==> src/rtl/seek_controller.sv <==
// -----------------------------------------------------------------------------
// seek_controller
//
// Purpose:
//   Transport front-end for the player. Debounces the raw play, fast-forward
//   and rewind push-buttons and runs a four-state transport FSM
//   (PAUSED / PLAY / FWD / REW) that drives the Timer's count enable and
//   signed step (adder). While a seek button is held, the step magnitude
//   grows in three levels as Timer ticks accumulate.
//
// Configuration:
//   SEEK_AUTOPLAY_EN  when defined, leaving FWD/REW always lands in PLAY;
//                     when undefined, it returns to the state seeking began in.
//
// Ports:
//   i_clk       in   1  system clock, rising edge
//   i_reset     in   1  synchronous, active-low reset
//   i_tick      in   1  one-cycle strobe per Timer step boundary
//   i_play_btn  in   1  raw play/pause button, active-high
//   i_ff_btn    in   1  raw fast-forward button, active-high
//   i_rw_btn    in   1  raw rewind button, active-high
//   o_count     out  1  Timer count enable
//   o_adder     out  9  signed step to Timer adder, two's complement
//   o_state     out  2  transport state: 0 PAUSED, 1 PLAY, 2 FWD, 3 REW
// -----------------------------------------------------------------------------
module seek_controller #(
    parameter int unsigned DEBOUNCE_CYCLES = 4,
    parameter int unsigned HOLD1_TICKS     = 3,
    parameter int unsigned HOLD2_TICKS     = 6,
    parameter logic [7:0]  STEP_L0         = 8'd2,
    parameter logic [7:0]  STEP_L1         = 8'd8,
    parameter logic [7:0]  STEP_L2         = 8'd15
) (
    input  logic       i_clk,
    input  logic       i_reset,
    input  logic       i_tick,
    input  logic       i_play_btn,
    input  logic       i_ff_btn,
    input  logic       i_rw_btn,
    output logic       o_count,
    output logic [8:0] o_adder,
    output logic [1:0] o_state
);

    typedef enum logic [1:0] {
        PAUSED = 2'd0,
        PLAY   = 2'd1,
        FWD    = 2'd2,
        REW    = 2'd3
    } state_t;

    localparam int CW = $clog2(DEBOUNCE_CYCLES + 1);
    localparam int HW = $clog2(HOLD2_TICKS + 1);

    localparam logic [CW-1:0] CNT_LAST = CW'(DEBOUNCE_CYCLES - 1);
    localparam logic [HW-1:0] HOLD1    = HW'(HOLD1_TICKS);
    localparam logic [HW-1:0] HOLD2    = HW'(HOLD2_TICKS);

    // Button index: 0 play, 1 ff, 2 rw
    logic [2:0]    w_raw;
    logic [2:0]    r_deb;
    logic [2:0]    w_debNext;
    logic [CW-1:0] r_dbCnt   [3];
    logic [CW-1:0] w_dbCntNext [3];

    state_t        r_state;
    state_t        w_stateNext;
    state_t        r_retState;
    state_t        w_retNext;
    logic [HW-1:0] r_holdCnt;
    logic [HW-1:0] w_holdNext;
    logic          r_count;
    logic          w_countNext;
    logic [8:0]    r_adder;
    logic [8:0]    w_adderNext;

    logic          w_playEdge;
    logic          w_ff;
    logic          w_rw;
    logic [7:0]    w_step;
    logic [8:0]    w_stepExt;

    assign w_raw = {i_rw_btn, i_ff_btn, i_play_btn};

    // Debounce: the FSM looks at the value each debouncer takes on this edge,
    // so a button change acts on the same edge that accepts it.
    always_comb begin
        for (int i = 0; i < 3; i++) begin
            w_debNext[i]   = r_deb[i];
            w_dbCntNext[i] = '0;
            if (w_raw[i] != r_deb[i]) begin
                if (r_dbCnt[i] == CNT_LAST) begin
                    w_debNext[i] = w_raw[i];
                end else begin
                    w_dbCntNext[i] = r_dbCnt[i] + CW'(1);
                end
            end
        end
    end

    assign w_playEdge = w_debNext[0] & ~r_deb[0];
    assign w_ff       = w_debNext[1];
    assign w_rw       = w_debNext[2];

    // Debouncer registers
    always_ff @(posedge i_clk) begin
        if (!i_reset) begin
            r_deb <= '0;
            for (int i = 0; i < 3; i++) begin
                r_dbCnt[i] <= '0;
            end
        end else begin
            r_deb <= w_debNext;
            for (int i = 0; i < 3; i++) begin
                r_dbCnt[i] <= w_dbCntNext[i];
            end
        end
    end

    // Transport FSM next state, hold counter and registered outputs.
    // Outputs are derived from the next state so they move on the same edge.
    always_comb begin
        w_stateNext = r_state;
        w_retNext   = r_retState;
        w_holdNext  = r_holdCnt;
        w_step      = STEP_L0;
        w_stepExt   = '0;
        w_countNext = 1'b0;
        w_adderNext = 9'd1;

        case (r_state)
            PAUSED, PLAY: begin
                // Seek takes priority; a simultaneous play edge is dropped.
                if (w_ff && !w_rw) begin
                    w_stateNext = FWD;
                    w_retNext   = r_state;
                    w_holdNext  = '0;
                end else if (w_rw && !w_ff) begin
                    w_stateNext = REW;
                    w_retNext   = r_state;
                    w_holdNext  = '0;
                end else if (!w_ff && !w_rw && w_playEdge) begin
                    w_stateNext = (r_state == PAUSED) ? PLAY : PAUSED;
                end
            end
            FWD, REW: begin
                if ((r_state == FWD && !w_ff) || (r_state == REW && !w_rw)) begin
`ifdef SEEK_AUTOPLAY_EN
                    w_stateNext = PLAY;
`else
                    w_stateNext = r_retState;
`endif
                    w_holdNext  = '0;
                end else if (i_tick && (r_holdCnt < HOLD2)) begin
                    w_holdNext = r_holdCnt + HW'(1);
                end
            end
            default: w_stateNext = PAUSED;
        endcase

        if (w_holdNext >= HOLD2) begin
            w_step = STEP_L2;
        end else if (w_holdNext >= HOLD1) begin
            w_step = STEP_L1;
        end

        w_stepExt = {1'b0, w_step};

        case (w_stateNext)
            PLAY: begin
                w_countNext = 1'b1;
                w_adderNext = 9'd1;
            end
            FWD: begin
                w_countNext = 1'b1;
                w_adderNext = w_stepExt;
            end
            REW: begin
                w_countNext = 1'b1;
                w_adderNext = ~w_stepExt + 9'd1;
            end
            default: begin
                w_countNext = 1'b0;
                w_adderNext = 9'd1;
            end
        endcase
    end

    // State register and registered outputs
    always_ff @(posedge i_clk) begin
        if (!i_reset) begin
            r_state    <= PAUSED;
            r_retState <= PAUSED;
            r_holdCnt  <= '0;
            r_count    <= 1'b0;
            r_adder    <= 9'd1;
        end else begin
            r_state    <= w_stateNext;
            r_retState <= w_retNext;
            r_holdCnt  <= w_holdNext;
            r_count    <= w_countNext;
            r_adder    <= w_adderNext;
        end
    end

    assign o_count = r_count;
    assign o_adder = r_adder;
    assign o_state = r_state;

endmodule
==> config.mk <==
export PLATFORM = sky130hd
export DESIGN_NAME = seek_controller
export DESIGN_NICKNAME = d
export VERILOG_FILES = /design/src/rtl/seek_controller.sv
export SDC_FILE = /design/constraint.sdc
export NUM_CORES = 1
export LEC_CHECK = 0
export ABC_CLOCK_PERIOD_IN_PS = 6900
export BUFFER_PORTS_ARGS = -buffer_cell sky130_fd_sc_hd__buf_2
export CORE_MARGIN = 5
export CORE_UTILIZATION = 43
export CTS_CLUSTER_DIAMETER = 80
export DETAILED_ROUTE_END_ITERATION = 7
export GPL_ROUTABILITY_DRIVEN = 0
export GPL_TIMING_DRIVEN = 0
export PLACE_DENSITY = 0.63
export SETUP_SLACK_MARGIN = 0.4
export SYNTH_ARGS = -nofsm -noshare
export SYNTH_HDL_FRONTEND = slang
export SYNTH_SLANG_ARGS = --single-unit
==> constraint.sdc <==
create_clock -name i_clk -period 6.9 [get_ports i_clk]
set_input_delay 1.725 -clock i_clk [delete_from_list [all_inputs] [get_ports i_clk]]
set_output_delay 1.725 -clock i_clk [all_outputs]
set_load 0.005 [all_outputs]
======== After elaboration in Yosys (flattened, before gate mapping) ========
Memories as Yosys holds them, arrays and structs flattened.
Index checks and enable logic that the tools add are counted.
storage, ports and cells
  flip-flop bits (word level) ............. 20
  bits in writable memories ............... 9
  input port bits ......................... 6
  output and inout port bits .............. 12
  word-level logic and storage cells ...... 83
  memories ................................ 1
memory list
  memory   words  bits a word  read ports  clocked after Yosys merged registers in  wr ports  RTL line  source
  r_dbCnt  3      3            3           0                                        3         63        logic [CW-1:0] r_dbCnt [3];
cells by class
  $add $sub $neg .......................... 5
  $lt $le $gt $ge ......................... 3
  equality and inequality tests ........... 12
  muxes and demuxes ....................... 34
  bitwise logic cells ..................... 6
  reduce and logical (&&, ||, !) cells .... 16
operator list
  kind                 count
  $mux 3               13
  $pmux 9 s2           1
  $add 3x1->3 const B  4
  $mux 2               6
  $mux 1               10
  $add 9x1->9 const B  1
  $eq 3x2->1 const B   3
  $not 8->9            1
  $eq 2x2->1 const B   4
  $mux 4               2
  $logic_and 1x1->1    7
  $pmux 3 s2           1
  $eq 2x1->1 const B   2
  $pmux 2 s2           1
  $reduce_or 2->1      2
  $ge 3x2->1 const B   1
  $ge 3x3->1 const B   1
  $lt 3x3->1 const B   1
  $ne 1x1->1           3
  $or 1x1->1           3
  $reduce_or 3->1      1
  $logic_not 1->1      2
  $logic_not 2->1      1
  $reduce_and 2->1     1
  4 further kinds      4

======== Depth between registers and ports, before layout ========
An unclocked memory read counts as a cell.
  word-level depth ........................ 15
  depth in mapped cells ................... 10
  mapped depth without buffers ............ 10

======== Worst setup path before layout ========
No wires, ideal clock.
  path type ............................... input port to flip-flop
  start ................................... input i_rw_btn
  end ..................................... register r_adder[3] (netlist: o_adder[3])
  library setup time ...................... 0.061 ns
  data arrival time ....................... 3.217 ns
  required time ........................... 6.839 ns
  setup slack ............................. 3.622 ns
  cell stages on the path ................. 8
  buffers on the path ..................... 0
  cells stage by stage .................... mux2i_4 > inv_2 > ha_1 > or3_1 > nand2_1 > a21oi_1 > nor3_1 > o221a_1
between the ends
  cells in the longest elaborated chain, start to end .. 13
  elaborated cells on any way between the ends .. 28
  classes of those cells .................. add/sub: 1; order compare: 2; eq/ne: 3; mux: 14; bitwise: 1; reduce/logical: 7
ends and longest elaborated chain
  what                                         RTL line       source
  start, declared                              39             input logic i_rw_btn,
  $mux 1 / $ne 1x1->1 (equally long branches)  92, 91
  $mux 1 *                                     91             if (w_raw[i] != r_deb[i]) begin
  named net w_debNext[2]                       62             logic [2:0] w_debNext;
  $logic_not 1->1                              134, 142, 147
  $logic_and 1x1->1                            147            if ((r_state == FWD && !w_ff) || (r_state == REW && !w_rw)) begin
  $logic_or 1x1->1                             147
  $mux 3                                       147
  $pmux 3 s2                                   131            case (r_state)
  $ge 3x2->1                                   163            end else if (w_holdNext >= HOLD1) begin
  $mux 4                                       163
  $mux 4                                       161            if (w_holdNext >= HOLD2) begin
  $not 8->9                                    180            w_adderNext = ~w_stepExt + 9'd1;
  $add 9x1->9                                  180
  $pmux 9 s2 *                                 169            case (w_stateNext)
  end signal, assigned                         202            r_adder <= w_adderNext;
  end, declared                                74             logic [8:0] r_adder;
Mark *: on every way through the listed nets, which the timed path passes. The rest lies on a longest branch.
A chain may end at the register's enable or synchronous reset.

======== Worst setup path in the final report ========
Same ends and word-level chain as after synthesis.

==> flow_summary.toml <==
[critical_path]
max_stage_delay_ps = 450
cp_cell_sequence = "buf_2, mux2i_4, inv_2, ha_1, nor3_1, a32oi_1, nor3_1, o221a_1"
critPathArrivalTime_ps = 3650
worst_setup_path_start_kind = "input port"
critPathMaxFanout = 4
cpMostUsedCell = "nor3_1"
end_kind = "flip-flop"
critPathTopFamily = "simple AND/OR/NAND/NOR gates"
worst-endpoint-required_ps = 7180
worstSetupPathType = "in2reg"
worst-path-buf-inv = 2
slowest_stage = "nor3_1"

[route]
wire_per_inst_microns = 11.43
first_pass_iters = 4
drt_iter0_markers = 6
routed_wl_microns = 1989
ant_nets = 0
vias_per_cell = 5.006
drc = 0
vias = 871

[cts]
cts_root_buffer = "clkbuf_4"
numCtsBuffers = 3
cts_hold_buf = 0
clk_pin_slew_worst_paths_ps = 140
cts_tree = "done"
ctsResizeCount = 0
clk-insertion-delay-late_ps = 320
cts_setup_buffers = 0
htree_levels = 1
cts.sinks = 26
clockBufferDepth = 2

[sta]
tightest_slew_ps = 499.8
max_slew_margin_pct = 66.62
period_share_pct = 48.85
period_minus_slack_ps = 3371
grt_setup_unrepaired = "false"
slew_viol_final = 0
setup_tns_ps = 0
fin_worst_skew_ps = 5.622
setup-violations-final = 0
layout_setup_ws_ps = 3529
hold_violations = 0
timing.fmax_mhz = 296.7

[finish]
nets = 159
syn_to_final_growth_pct = 14.67
final_cell_mix = "dfxtp_1, nor2_1, buf_2"
drive_gt1_share_pct = 24.48
final_cells = 174
antenna_cells = 0
final_common_cell = "dfxtp_1"

[logic_synthesis]
syn_area_per_cell_sq_um = 9.856
synthMuxAreaShare_pct = 6.452
synth_xor_area_share_pct = 2.185
synth_fp_nets = 137
yosysUniqueCellTypes = 36
synth_top_family_by_area = "simple AND/OR/NAND/NOR gates"
ys_seq_area_share_pct = 43.29
synthSimpleGateAreaFrac_pct = 16.96
syn_inst = 122
yosysWarnings = 0
ys_seq_elements = 26
synth_compound_area_share_pct = 14.67
syn-cell-area_sq_um = 1202
synth_fa_ha_area_share_pct = 9.365

[grt]
grt_pass1_vias = 834
grt_overflow_total = 0
grt_pass1_wl_microns = 3560
antenna_found_initial = 0
grt_max_degree = 16
grtUsageTotal_pct = 11.06

[run]
maxCapViolCount = 0

[floorplanning]
die-width_microns = 62.88
core-area_sq_um = 2710
initial_core_util_pct = 44.37
rows = 19
die-area_sq_um = 3954
die_y_microns = 62.88
ios = 18

[placement]
place_ws_ps = 3202
place_inst = 170
post-dp-hpwl_microns = 1590
numPortBuffers = 17

[power_and_ir_drop]
p_leak_nw = 0.5952
ir_drop_v = 0.0001018
power.density_nw_per_um2 = 200.5

[min_path]
hold_path.class = "reg2reg"

[outcome]
status = "finished, final reports clean"
## Yosys cell counts
master / number / area share (%)
or3_1: 5 / 2.6
mux2i_4: 3 / 5.6
buf_4: 3 / 1.9
o21ai_1: 1 / 0.42
dfxtp_1: 26 / 43
inv_2: 1 / 0.31
o21ai_0: 1 / 0.42
o221a_1: 1 / 0.94
nand2_1: 6 / 1.9
nor2_1: 22 / 6.9
nor4_2: 1 / 1.0
nand2b_1: 1 / 0.52
a31oi_1: 2 / 1.0
clkbuf_1: 2 / 0.62
o32ai_2: 1 / 1.4
o311ai_2: 1 / 1.4
nor2b_1: 1 / 0.52
o31a_1: 1 / 0.73
o22ai_1: 1 / 0.52
and2_4: 1 / 0.73
a32oi_1: 2 / 1.5
inv_4: 1 / 0.52
a21oi_1: 4 / 1.7
o31ai_4: 1 / 1.8
a32o_1: 2 / 1.7
mux2i_1: 1 / 0.83
ha_1: 9 / 9.4
a22o_1: 1 / 0.73
buf_6: 1 / 0.94
nand3_1: 1 / 0.42
inv_1: 9 / 2.8
nand4_1: 1 / 0.52
nand3b_1: 1 / 0.62
nor3_1: 3 / 1.2
xnor2_1: 3 / 2.2
a21boi_0: 1 / 0.62
## kinds of logic (layout without fill, tap and decap cells)
kind of cell / after synthesis / in the layout
multiplexers: 4 / 4
AO/OA/AOI/OAI: 20 / 20
AND/OR/NAND/NOR: 43 / 43
adder cells (fa/ha/maj): 9 / 9
buffers and inverters: 17 / 38
flip-flops: 26 / 26
XOR/XNOR: 3 / 3
## final cells by class
cell class                 instances  area (sq um)
fill                             262          1331
multi-input combinational         79         596.8
sequential                        26         520.5
timing repair buffer              17         85.08
inverter                          11         43.79
buffer                             6         41.29
tap                               31         38.79
clock inverter                     1         30.03
clock buffer                       3         22.52
## per-layer routing
metal	up-vias	wire, microns	GRT usage (%)
li1	466	-	-
met1	387	952	13.63
met2	16	949	17.56
met3	2	57	2.878
met4	0	29	5.570
met5	-	0	0
## state kept, by name (all words and copies together) (netlist names)
| register | count |
|---|---|
| o_state | 2 |
| o_adder | 6 |
| r_holdCnt | 3 |
| r_dbCnt | 9 |
| r_deb | 3 |
| o_count | 1 |
| r_retState | 2 |
## per-stage QoR
step / utilization [%] / instance area, sq um / hold WS, ps / power [W]
2_1_floorplan: - / 1202 / 399.0 / 0.0001701
3_3_place_gp: 48.94 / 1326 / 406.3 / 0.0001756
3_5_place_dp: 48.94 / 1326 / 412.7 / 0.0001765
4_1_cts: 50.88 / 1379 / 431.9 / 0.0002792
5_1_grt: 50.88 / 1379 / 448.2 / 0.0002884
6_report: 50.88 / 1379 / 428.9 / 0.0002765
## final timing paths
kind	from	end	slack, ps	cells after the start
worst max-delay path	i_rw_btn	o_adder[3]	3530	8
worst min-delay path	r_dbCnt[0][0]	r_dbCnt[0][0]	430	1
worst max register to register	r_dbCnt[0][6]	o_adder[3]	4210	9
worst min register to register	r_dbCnt[0][0]	r_dbCnt[0][0]	430	1
## report_power, final
| group | internal (W) | switching [W] | total (W) |
|---|---|---|---|
| clock network | 0.0000587 | 0.0000449 | 0.000104 |
| logic | 0.00000791 | 0.0000101 | 0.0000180 |
| registers | 0.000153 | 0.00000161 | 0.000155 |
Power figures use the tool's default switching activity.
